### src/rtl/uart_tx_cfg.sv
// Configurable UART transmitter with a small input FIFO. Frame format (parity, stop bits,
// bit period) is latched when a word is popped and held for the whole frame.
module uart_tx_cfg #(
  parameter int unsigned DATA_WIDTH = 8,
  parameter int unsigned FIFO_DEPTH = 4,
  parameter int unsigned PRESCALE_W = 8
) (
  input  logic                          clk,
  input  logic                          rst,
  input  logic [DATA_WIDTH-1:0]         P_DATA,
  input  logic                          Data_Valid,
  input  logic                          PAR_EN,
  input  logic                          PAR_TYP,
  input  logic                          STOP2,
  input  logic [PRESCALE_W-1:0]         PRESCALE,
  output logic                          TX_out,
  output logic                          busy,
  output logic                          ready,
  output logic                          overflow,
  output logic [$clog2(FIFO_DEPTH):0]   fifo_level
);

  localparam int unsigned AW = $clog2(FIFO_DEPTH);
  localparam int unsigned LW = AW + 1;
  localparam int unsigned IW = $clog2(DATA_WIDTH);

  typedef enum logic [2:0] {StIdle, StStart, StData, StParity, StStop} state_e;

  // FIFO storage and bookkeeping
  logic [DATA_WIDTH-1:0] mem_q [FIFO_DEPTH];
  logic [AW-1:0]         wr_ptr_q, rd_ptr_q;
  logic [LW-1:0]         count_q, count_d;
  logic                  push, pop;

  // Frame state
  state_e                state_q, state_d;
  logic [PRESCALE_W-1:0] cnt_q, cnt_d;
  logic [IW-1:0]         idx_q, idx_d;
  logic [DATA_WIDTH-1:0] word_q, word_d;
  logic                  par_en_q, par_typ_q, stop2_q;
  logic [PRESCALE_W-1:0] pre_q;
  logic                  tx_q, tx_d;
  logic                  busy_q, overflow_q;
  logic                  bit_end;

  // Full is judged on registered occupancy, so a same-edge pop never rescues a full write.
  assign ready   = (count_q != LW'(FIFO_DEPTH));
  assign push    = Data_Valid & ready;
  assign count_d = count_q + LW'(push) - LW'(pop);
  assign bit_end = (cnt_q == '0);
  assign word_d  = pop ? mem_q[rd_ptr_q] : word_q;

  always_ff @(posedge clk) begin
    if (push) begin
      mem_q[wr_ptr_q] <= P_DATA;
    end
  end

  // State register
  always_ff @(posedge clk or negedge rst) begin
    if (!rst) begin
      state_q    <= StIdle;
      cnt_q      <= '0;
      idx_q      <= '0;
      word_q     <= '0;
      par_en_q   <= 1'b0;
      par_typ_q  <= 1'b0;
      stop2_q    <= 1'b0;
      pre_q      <= '0;
      wr_ptr_q   <= '0;
      rd_ptr_q   <= '0;
      count_q    <= '0;
      tx_q       <= 1'b1;
      busy_q     <= 1'b0;
      overflow_q <= 1'b0;
    end else begin
      state_q    <= state_d;
      cnt_q      <= cnt_d;
      idx_q      <= idx_d;
      word_q     <= word_d;
      count_q    <= count_d;
      tx_q       <= tx_d;
      busy_q     <= (state_d != StIdle) || (count_d != '0);
      overflow_q <= Data_Valid & ~ready;
      if (push) begin
        wr_ptr_q <= wr_ptr_q + AW'(1);
      end
      if (pop) begin
        rd_ptr_q  <= rd_ptr_q + AW'(1);
        par_en_q  <= PAR_EN;
        par_typ_q <= PAR_TYP;
        stop2_q   <= STOP2;
        pre_q     <= PRESCALE;
      end
    end
  end

  // Next-state logic
  always_comb begin
    state_d = state_q;
    idx_d   = idx_q;
    pop     = 1'b0;
    unique case (state_q)
      StIdle: begin
        if (count_q != '0) begin
          pop     = 1'b1;
          state_d = StStart;
          idx_d   = '0;
        end
      end
      StStart: begin
        if (bit_end) begin
          state_d = StData;
          idx_d   = '0;
        end
      end
      StData: begin
        if (bit_end) begin
          if (idx_q == IW'(DATA_WIDTH - 1)) begin
            state_d = par_en_q ? StParity : StStop;
            idx_d   = '0;
          end else begin
            idx_d = idx_q + IW'(1);
          end
        end
      end
      StParity: begin
        if (bit_end) begin
          state_d = StStop;
          idx_d   = '0;
        end
      end
      StStop: begin
        if (bit_end) begin
          // idx counts stop bits already sent when two are configured
          if (stop2_q && (idx_q == '0)) begin
            idx_d = IW'(1);
          end else if (count_q != '0) begin
            pop     = 1'b1;
            state_d = StStart;
            idx_d   = '0;
          end else begin
            state_d = StIdle;
            idx_d   = '0;
          end
        end
      end
      default: begin
        state_d = StIdle;
        idx_d   = '0;
      end
    endcase

    cnt_d = cnt_q;
    if (pop) begin
      cnt_d = PRESCALE;
    end else if (state_d == StIdle) begin
      cnt_d = '0;
    end else if (bit_end) begin
      cnt_d = pre_q;
    end else begin
      cnt_d = cnt_q - PRESCALE_W'(1);
    end
  end

  // Output logic: line level for the upcoming cycle, registered in tx_q
  always_comb begin
    tx_d = 1'b1;
    unique case (state_d)
      StIdle:   tx_d = 1'b1;
      StStart:  tx_d = 1'b0;
      StData:   tx_d = word_d[idx_d];
      StParity: tx_d = (^word_q) ^ par_typ_q;
      StStop:   tx_d = 1'b1;
      default:  tx_d = 1'b1;
    endcase
  end

  assign TX_out     = tx_q;
  assign busy       = busy_q;
  assign overflow   = overflow_q;
  assign fifo_level = count_q;

endmodule

### config.mk
export PLATFORM = sky130hd
export DESIGN_NAME = uart_tx_cfg
export DESIGN_NICKNAME = d
export VERILOG_FILES = /design/src/rtl/uart_tx_cfg.sv
export SDC_FILE = /design/constraint.sdc
export NUM_CORES = 1
export LEC_CHECK = 0
export ABC_AREA = 1
export BUFFER_PORTS_ARGS = -buffer_cell sky130_fd_sc_hd__buf_2
export CORE_MARGIN = 5
export CORE_UTILIZATION = 48
export CTS_BUF_LIST = sky130_fd_sc_hd__clkbuf_16
export DETAILED_ROUTE_END_ITERATION = 12
export GPL_TIMING_DRIVEN = 0
export HOLD_SLACK_MARGIN = 0.03
export MAX_ROUTING_LAYER = met4
export PLACE_DENSITY = 0.64
export SLEW_MARGIN = 20
export SYNTH_ARGS = -nofsm -noshare
export SYNTH_HDL_FRONTEND = slang
export SYNTH_SLANG_ARGS = --single-unit
### constraint.sdc
create_clock -name clk -period 3.6 [get_ports clk]
set_clock_uncertainty 0.1 [all_clocks]
set_input_delay 0.36 -clock clk [delete_from_list [all_inputs] [get_ports clk]]
set_output_delay 0.36 -clock clk [all_outputs]
set_load 0.01 [all_outputs]
### Word-level counts from Yosys, hierarchy flattened

Memories as Yosys holds them, arrays and structs flattened.
Index checks and enable logic that the tools add are counted.

| word-level totals | value |
|---|---|
| flip-flop bits (word level) | 43 |
| RAM bits | 32 |
| bits of input ports | 22 |
| output and inout bits | 7 |
| word-level logic and storage cells | 76 |
| memories kept | 1 |

Memory list:

| memory | words | bits a word | rd ports | clocked after Yosys merged registers in | write ports | line | RTL |
|---|---|---|---|---|---|---|---|
| mem_q | 4 | 8 | 1 | 0 | 1 | 30 | `logic [DATA_WIDTH-1:0] mem_q [FIFO_DEPTH];` |

| cells by class | value |
|---|---|
| add/subtract/negate cells | 6 |
| magnitude comparators | 1 |
| equality and inequality tests | 9 |
| muxes and demuxes | 30 |
| bitwise gates (word level) | 4 |
| reduce and logical (&&, ||, !) cells | 11 |

Operators with widths:

| kind | number |
|---|---|
| 3-bit 2-to-1 mux | 13 |
| 8-bit 2-to-1 mux | 4 |
| 3-bit case mux with 5 select lines | 1 |
| 3-bit by 2-bit == test with 1-bit output, second input constant | 4 |
| 3-bit case mux with 4 select lines | 1 |
| 3-bit zero test | 3 |
| 3-bit nonzero test | 3 |
| 8-bit zero test | 1 |
| 1-bit 2-to-1 mux | 8 |
| 8-bit parity | 1 |
| 8-bit by 1-bit subtractor with 8-bit output, second input constant | 1 |
| 3-bit by 1-bit == test with 1-bit output, second input constant | 2 |
| 3-bit == test, second input constant | 2 |
| 2-bit by 1-bit adder with 2-bit output, second input constant | 2 |
| 3-bit by 4-bit < comparator with 1-bit output, second input constant | 1 |
| 3-bit by 1-bit adder with 3-bit output | 1 |
| 3-bit by 1-bit adder with 3-bit output, second input constant | 1 |
| 1-bit binary-select mux with 3-bit select | 1 |
| 3-bit != test, second input constant | 1 |
| 1-bit case mux with 3 select lines | 1 |
| 3-bit by 1-bit subtractor with 3-bit output | 1 |
| 1-bit AND | 2 |
| 1-bit case mux with 2 select lines | 1 |
| 2-bit OR reduction | 1 |
| other kinds (4) | 4 |

### Depth between registers and ports, before layout

Gate-level depths: netlist of run 1.

| depth | value |
|---|---|
| depth after elaboration | 9 |
| gate-level depth with buffers | 17 |
| depth with buffers taken out | 16 |

### Worst setup path before layout of run 1

No wires, ideal clock.

| timing | value |
|---|---|
| kind | flip-flop to flip-flop |
| from | reg cnt_q[0] |
| to | reg busy_q, in the netlist busy |
| setup time | 144 ps |
| arrival time | 2536 ps |
| required time | 3356 ps |
| path slack | 820 ps |
| cell stages (with the launch flop) | 18 |
| path buffers | 2 |
| clock period less this slack | 2780 ps |
| path through | dfrtp_1 -> inv_1 -> ha_1 -> nand2_1 -> nor2_4 -> nand2_2 -> nand2_1 -> nand2_2 -> buf_6 -> clkbuf_1 -> nand3_1 -> nand2_1 -> ha_1 -> fa_1 -> xnor2_1 -> inv_1 -> nor3_1 -> nand4_1 |

| between the ends | value |
|---|---|
| longest elaborated chain between the ends | 6 |
| elaborated cells between the ends (all ways) | 12 |
| those cells by class | add/sub: 1; mux: 7; reduce/logical: 4 |

Ends and longest elaborated chain:

| what | line | RTL |
|---|---|---|
| start: declaration | 37 | `logic [PRESCALE_W-1:0] cnt_q, cnt_d;` |
| start signal: assignment | 78 | `cnt_q <= cnt_d;` |
| 8-bit zero test | 50 | `assign bit_end = (cnt_q == '0);` |
| 1-bit 2-to-1 mux | 134 | `if (bit_end) begin` |
| 1-bit case mux with 2 select lines | 103 | `unique case (state_q)` |
| 3-bit by 1-bit subtractor with 3-bit output | 49 | `assign count_d = count_q + LW'(push) - LW'(pop);` |
| net count_d[2] | 32 | `logic [LW-1:0] count_q, count_d;` |
| 3-bit nonzero test | 83 | `busy_q <= (state_d != StIdle) \|\| (count_d != '0);` |
| 1-bit logical OR | 83 |  |
| end signal: assignment | 83 |  |
| end: declaration | 43 | `logic busy_q, overflow_q;` |

The timed path passes the listed nets, and every way through them passes these cells.
A chain may end at the register's enable or synchronous reset.

### Final worst setup path of run 1

Same ends and word-level chain as after synthesis.

==> flow_metrics.tcl, run 1 <==
set metrics [dict create \
    postCtsSetupBuffers 0 \
    first_pass_iters 4 \
    period_share_pct 88.4 \
    finalSetupTns_ns 0 \
    met1_usage_pct 20.5 \
    cp.arrival_ns 3.27 \
    grt_pass1_vias 2558 \
    ir_worst_vdd_mv 0.347 \
    critPathMaxStageDelay_ns 0.45 \
    yosysMostFrequentCell "nand2_1" \
    crit_fanout 10 \
    synth_fp_nets 429 \
    crit_chain "inv_1 -> ha_1 -> nand2_1 -> nor2_2 -> nand3_2 -> nand2_2 -> buf_6 -> buf_2 -> nand2_1 -> nand2_1 -> ha_1 -> fa_1 -> nor3_2 -> nand4_1" \
    critPathBufInv 3 \
    ys.flop_type "dfrtp_1" \
    run_status "complete, no violations" \
    setup_violations 0 \
    route.vias.total 2608 \
    end_kind "flip-flop" \
    internal_power_w 0.00225 \
    grt-ovfl-total 0 \
    antenna_left 0 \
    yosys_warnings 0 \
    synthTopCellsByCount "93 x nand2_1, 53 x inv_1, 42 x dfrtp_1" \
    die-area_um2 9440 \
    hold_class "primary input to flip-flop" \
    rows 31 \
    ys_seq_area_share_pct 55.9 \
    busiest_layer "met2" \
    diodes 0 \
    cts_root_buffer "clkbuf_16" \
    grt_max_degree 44 \
    hold_viol 0 \
    power.share.switching_pct 39.5 \
    fin_nets 468 \
    use_met2_pct 27.5 \
    drc 0 \
    die_w_um 97.2 \
    yosysTopAreaCellShare_pct 28.8 \
    timing.fmax_mhz 314 \
    drive_gt1_share_pct 17.9 \
    synth_edf_count 32 \
    avgRoutedWirePerCell_um 13.2 \
    crit_type "flip-flop to flip-flop" \
    via_per_inst 4.83 \
    avgSynthCellArea_um2 9.19 \
    dp_hpwl_um 5110 \
    antenna_found_initial 0 \
    drt_iter0_markers 125 \
    fin_crit_ns 3.18 \
    dp_slack_ns 0.178 \
    routed_wl_um 7130 \
    initial_utilization_pct 49.8 \
    cts_buffers 9 \
    p_sw_w 0.00147 \
    slew_violations 0 \
    async_flop_share_pct 57.3 \
    cts_sinks 75 \
    critPathSlowestCell "fa_1" \
    tritoncts "done" \
    insertion_delay_ns 0.33 \
    leakage_nw 2.00 \
    synth_area_leaders "dfrtp_1 29%, edfxtp_1 26%, nand2_1 9.6%" \
    crit_family "simple AND/OR/NAND/NOR gates" \
    syn_to_final_growth_pct 15.7 \
    critPathRequiredTime_ns 3.69 \
    cap_violations 0 \
    grt_pass1_wl_um 12300 \
    die_h_um 97.2 \
    ys_ff_latch 75 \
    rsz0062_at_grt "no" \
    path_clk_slew_ns 0.06 \
    worst-slew-pin-transition_ns 0.803 \
    globalRouteMet3Util_pct 3.73 \
    cpMostUsedCell "nand2_1" \
    top_level_ports 29 \
    pwr-share-comb_pct 40.2 \
    pwr-share-clk_pct 23.2 \
    start_kind "flip-flop" \
    numPortBuffers 28 \
    place_congestion 0.866 \
    synth_top_cell_by_area "dfrtp_1" \
    fin_ws_ns 0.419 \
    synth.distinct_cells 30 \
    seq_power_share_pct 36.6 \
    track_usage_pct 16.9 \
    core_area_um2 7330 \
    p_per_area_nw_per_um2 881 \
    slew_headroom_pct 46.3 \
    cts_buffer_depth 2 \
    cts_max_level 3 \
    syn-cell-area_um2 3650 \
    netlist_instances 397 \
]
## area by class of cell
| class | instances | area [um2] |
|---|---|---|
| Fill cell | 635 | 3110 |
| Sequential cell | 75 | 2040 |
| Multi-Input combinational cell | 256 | 1340 |
| Clock buffer | 9 | 225 |
| Inverter | 57 | 214 |
| Timing Repair Buffer | 29 | 153 |
| Tap cell | 99 | 124 |
| Clock inverter | 7 | 68.8 |
| Buffer | 8 | 52.6 |
## layout by cell type (no fill, tap or decap)
cell	count
a21oi_1	3
a221oi_4	1
a22oi_2	1
buf_2	33
buf_4	1
buf_6	2
clkbuf_16	9
clkinv_8	1
clkinvlp_4	2
dfrtp_1	42
dfstp_2	1
dlygate4sd3_1	1
edfxtp_1	32
fa_1	1
ha_1	9
inv_1	53
inv_2	4
inv_6	3
inv_8	1
nand2_1	93
nand2_2	8
nand2_4	1
nand3_1	31
nand3_2	2
nand4_1	1
nor2_1	38
nor2_2	7
nor2_4	1
nor3_1	1
nor3_2	1
o2111ai_1	1
o211ai_1	2
o21ai_0	26
o21ai_1	11
o22ai_1	2
xnor2_1	6
xor2_1	9
## kinds of logic after synthesis
group,Yosys count,synth area share [%]
compound gates,47,7.55
fa+ha+maj,10,3.64
flops,75,55.9
xor+xnor,15,3.60
simple gates,184,21.9
buf+inv,66,7.41
## flip-flops by register name, indices dropped and copies added (netlist names), 3 cells and up
name,cells
cnt_q,8
fifo_level,3
idx_q,3
mem_q,32
pre_q,8
state_q,3
word_q,8
## path summary, 6_finish.rpt
| check | from | endpoint | slack, ns | depth (start not counted) |
|---|---|---|---|---|
| min in group asynchronous | rst | wr_ptr_q[0] | 0.45 | 2 |
| setup reg to reg | cnt_q[0] | busy | 0.42 | 14 |
| hold reg to reg | pre_q[4] | pre_q[4] | 0.37 | 2 |
| setup / recovery | cnt_q[0] | busy | 0.42 | 14 |
| hold / removal | P_DATA[2] | mem_q[2][2] | 0.13 | 1 |
| max in group asynchronous | rst | TX_out | 2.56 | 2 |
## metrics by stage
stage | power, W | cells | utilization (%) | hold slack, ns | cell area, um2
floorplan | 0.00250 | 397 | - | -0.0356 | 3650
global placement | 0.00283 | 524 | 53.4 | 0.349 | 3910
detailed placement | 0.00286 | 524 | 53.4 | 0.353 | 3910
CTS | 0.00375 | 540 | 57.4 | 0.103 | 4210
global route | 0.00404 | 540 | 57.6 | 0.124 | 4220
finish | 0.00372 | 540 | 57.6 | 0.132 | 4220
## power groups by stage
stage,clock network (W),logic [W],registers (W)
floorplan,0,0.00114,0.00136
global placement,0,0.00146,0.00137
detailed placement,0,0.00149,0.00138
CTS,0.000884,0.00150,0.00136
global route,0.000920,0.00172,0.00139
finish,0.000863,0.00150,0.00136
## worst register-to-register path: cells and delay by family, from the launching register on
kind,cells,cell delay (ns)
simple gates,8,1.20
fa+ha+maj,3,0.86
buf+inv,3,0.53
flops,1,0.37
## per-layer routing
metal	up-vias	share of wire [%]
met5	-	0
li1	1349	-
met4	0	1.8
met2	32	49
met3	11	3.2
met1	1216	46
## repair_timing
item / CTS / global route
endpoints found under the hold margin: 0 / 42
setup endpoints to repair: 0 / 1
resized for setup: 0 / 1
hold buffers: 0 / 1
Power figures use the tool's default switching activity.
==> inputs of run 2 (changes only) <==
Settings changed: CORE_UTILIZATION 48 to 50, PLACE_DENSITY 0.64 to 0.66.
==> flow_metrics.tcl, run 2 (same netlist as run 1, synthesis figures left out) <==
set metrics [dict create \
    critPathSlowestCell "fa_1" \
    setup_violations 0 \
    avgRoutedWirePerCell_um 13.2 \
    cts_sinks 75 \
    insertion_delay_ns 0.33 \
    initial_utilization_pct 50.8 \
    layout_common_cells "93 x nand2_1, 53 x inv_1, 42 x dfrtp_1" \
    routed_wl_um 7120 \
    dp_hpwl_um 5120 \
    route.vias.total 2684 \
    tritoncts "done" \
    critPathBufInv 3 \
    hold_viol 0 \
    cts_buffers 9 \
    power.total_w 0.00380 \
    final_common_cell "nand2_1" \
    syn_to_final_growth_pct 16.1 \
    die_w_um 95.4 \
    rsz0062_at_grt "no" \
    fin_area_um2 4230 \
    period_share_pct 88.0 \
    start_kind "flip-flop" \
    cts_max_level 3 \
    slew_violations 0 \
    path_clk_slew_ns 0.06 \
    first_pass_iters 4 \
    core_area_um2 7180 \
    crit_family "simple AND/OR/NAND/NOR gates" \
    top_register "mem_q" \
    antenna_found_initial 0 \
    place_area_um2 3910 \
    drive_gt1_share_pct 17.7 \
    crit_type "flip-flop to flip-flop" \
    grt_pass1_wl_um 12300 \
    crit_chain "inv_1 -> ha_1 -> nand2_1 -> nor2_2 -> nand3_2 -> nand2_2 -> buf_6 -> buf_2 -> nand2_1 -> nand2_1 -> ha_1 -> fa_1 -> nor3_1 -> nand4_1" \
    via_per_inst 4.98 \
    hold_class "primary input to asynchronous set/reset pin" \
    drc 0 \
    antenna_left 0 \
    die-area_um2 9100 \
    cp.arrival_ns 3.26 \
    drt_iter0_markers 116 \
    run_status "complete, no violations" \
    crit_start "cnt_q[0]" \
    grt_max_degree 44 \
    leakage_nw 2.01 \
    ir_worst_vdd_mv 0.386 \
    fin_nets 467 \
    largest_register_ffs 32 \
    cp-endpoint "busy" \
    grt-ovfl-total 0 \
    place_congestion 0.905 \
    cpMostUsedCell "nand2_1" \
    hold_ws_ns 0.0713 \
    critPathMaxStageDelay_ns 0.43 \
    worst-r2r-cell-count 14 \
    worst-slew-pin-transition_ns 0.940 \
    p_per_area_nw_per_um2 898 \
    cap_violations 0 \
    r2r_start "cnt_q[0]" \
    grt_pass1_vias 2650 \
    critPathRequiredTime_ns 3.69 \
    slew_headroom_pct 37.4 \
    r2r_end "busy" \
    cts_root_buffer "clkbuf_16" \
    die_h_um 95.4 \
    nFillCells 649 \
    top_level_ports 29 \
    cts_buffer_depth 2 \
    numPortBuffers 28 \
    crit_fanout 10 \
    postCtsSetupBuffers 0 \
    rrSetupSlack_ns 0.43 \
    timing.fmax_mhz 316 \
    multiInputGateArea_um2 1340 \
    finalSetupTns_ns 0 \
    register_area_um2 2040 \
    fin_crit_ns 3.17 \
    end_kind "flip-flop" \
    crit_cells 14 \
    rows 31 \
    track_usage_pct 18.3 \
    diodes 0 \
]
run 2: worst min-delay path by stage:
stage,to,slack (ns),startpoint,cells after the start
finish,pre_q[6],0.07,rst,1
global placement,pre_q[5],0.35,pre_q[5],2
detailed placement,pre_q[5],0.35,pre_q[5],2
floorplan,busy,-0.04,rst,0
CTS,pre_q[6],0.10,rst,1
global route,mem_q[1][7],0.14,P_DATA[7],1
run 2: per-stage QoR:
stage               utilization (%)  setup WS, ns  cells
floorplan                         -         0.820    397
global placement               54.5         0.232    524
detailed placement             54.5         0.168    524
CTS                            59.1         0.169    540
global route                   59.0         0.155    539
finish                         59.0         0.433    539
run 2: layout make-up:
| type | instances | share of cell area [%] |
|---|---|---|
| clock buffers | 9 | 5.32 |
| well taps | 99 | 2.93 |
| repair buffers | 28 | 3.31 |
| plain buffers | 8 | 1.24 |
| flip-flops and latches | 75 | 48.1 |
| multi-input cells | 256 | 31.6 |
| inverters | 57 | 5.05 |
| clock inverters | 7 | 2.39 |
run 2: routing by layer:
metal | share of wire, % | up-vias | track usage, %
met5 | 0 | - | -
met4 | 2.8 | 0 | 7.58
met3 | 3.6 | 19 | 4.10
met2 | 48 | 52 | 29.0
met1 | 46 | 1257 | 22.7
li1 | - | 1356 | -
run 2: power by group:
group | switching, W | total, W | internal (W)
registers | 0.000155 | 0.00136 | 0.00121
logic | 0.000925 | 0.00148 | 0.000551
clock network | 0.000354 | 0.000965 | 0.000611
total | 0.00143 | 0.00380 | 0.00237
run 2: timing repair:
| item | 4_1_cts | 5_1_grt |
|---|---|---|
| hold buffers | 0 | 0 |
| gates resized for setup | 0 | 0 |
| endpoints found under the setup margin | 0 | 1 |
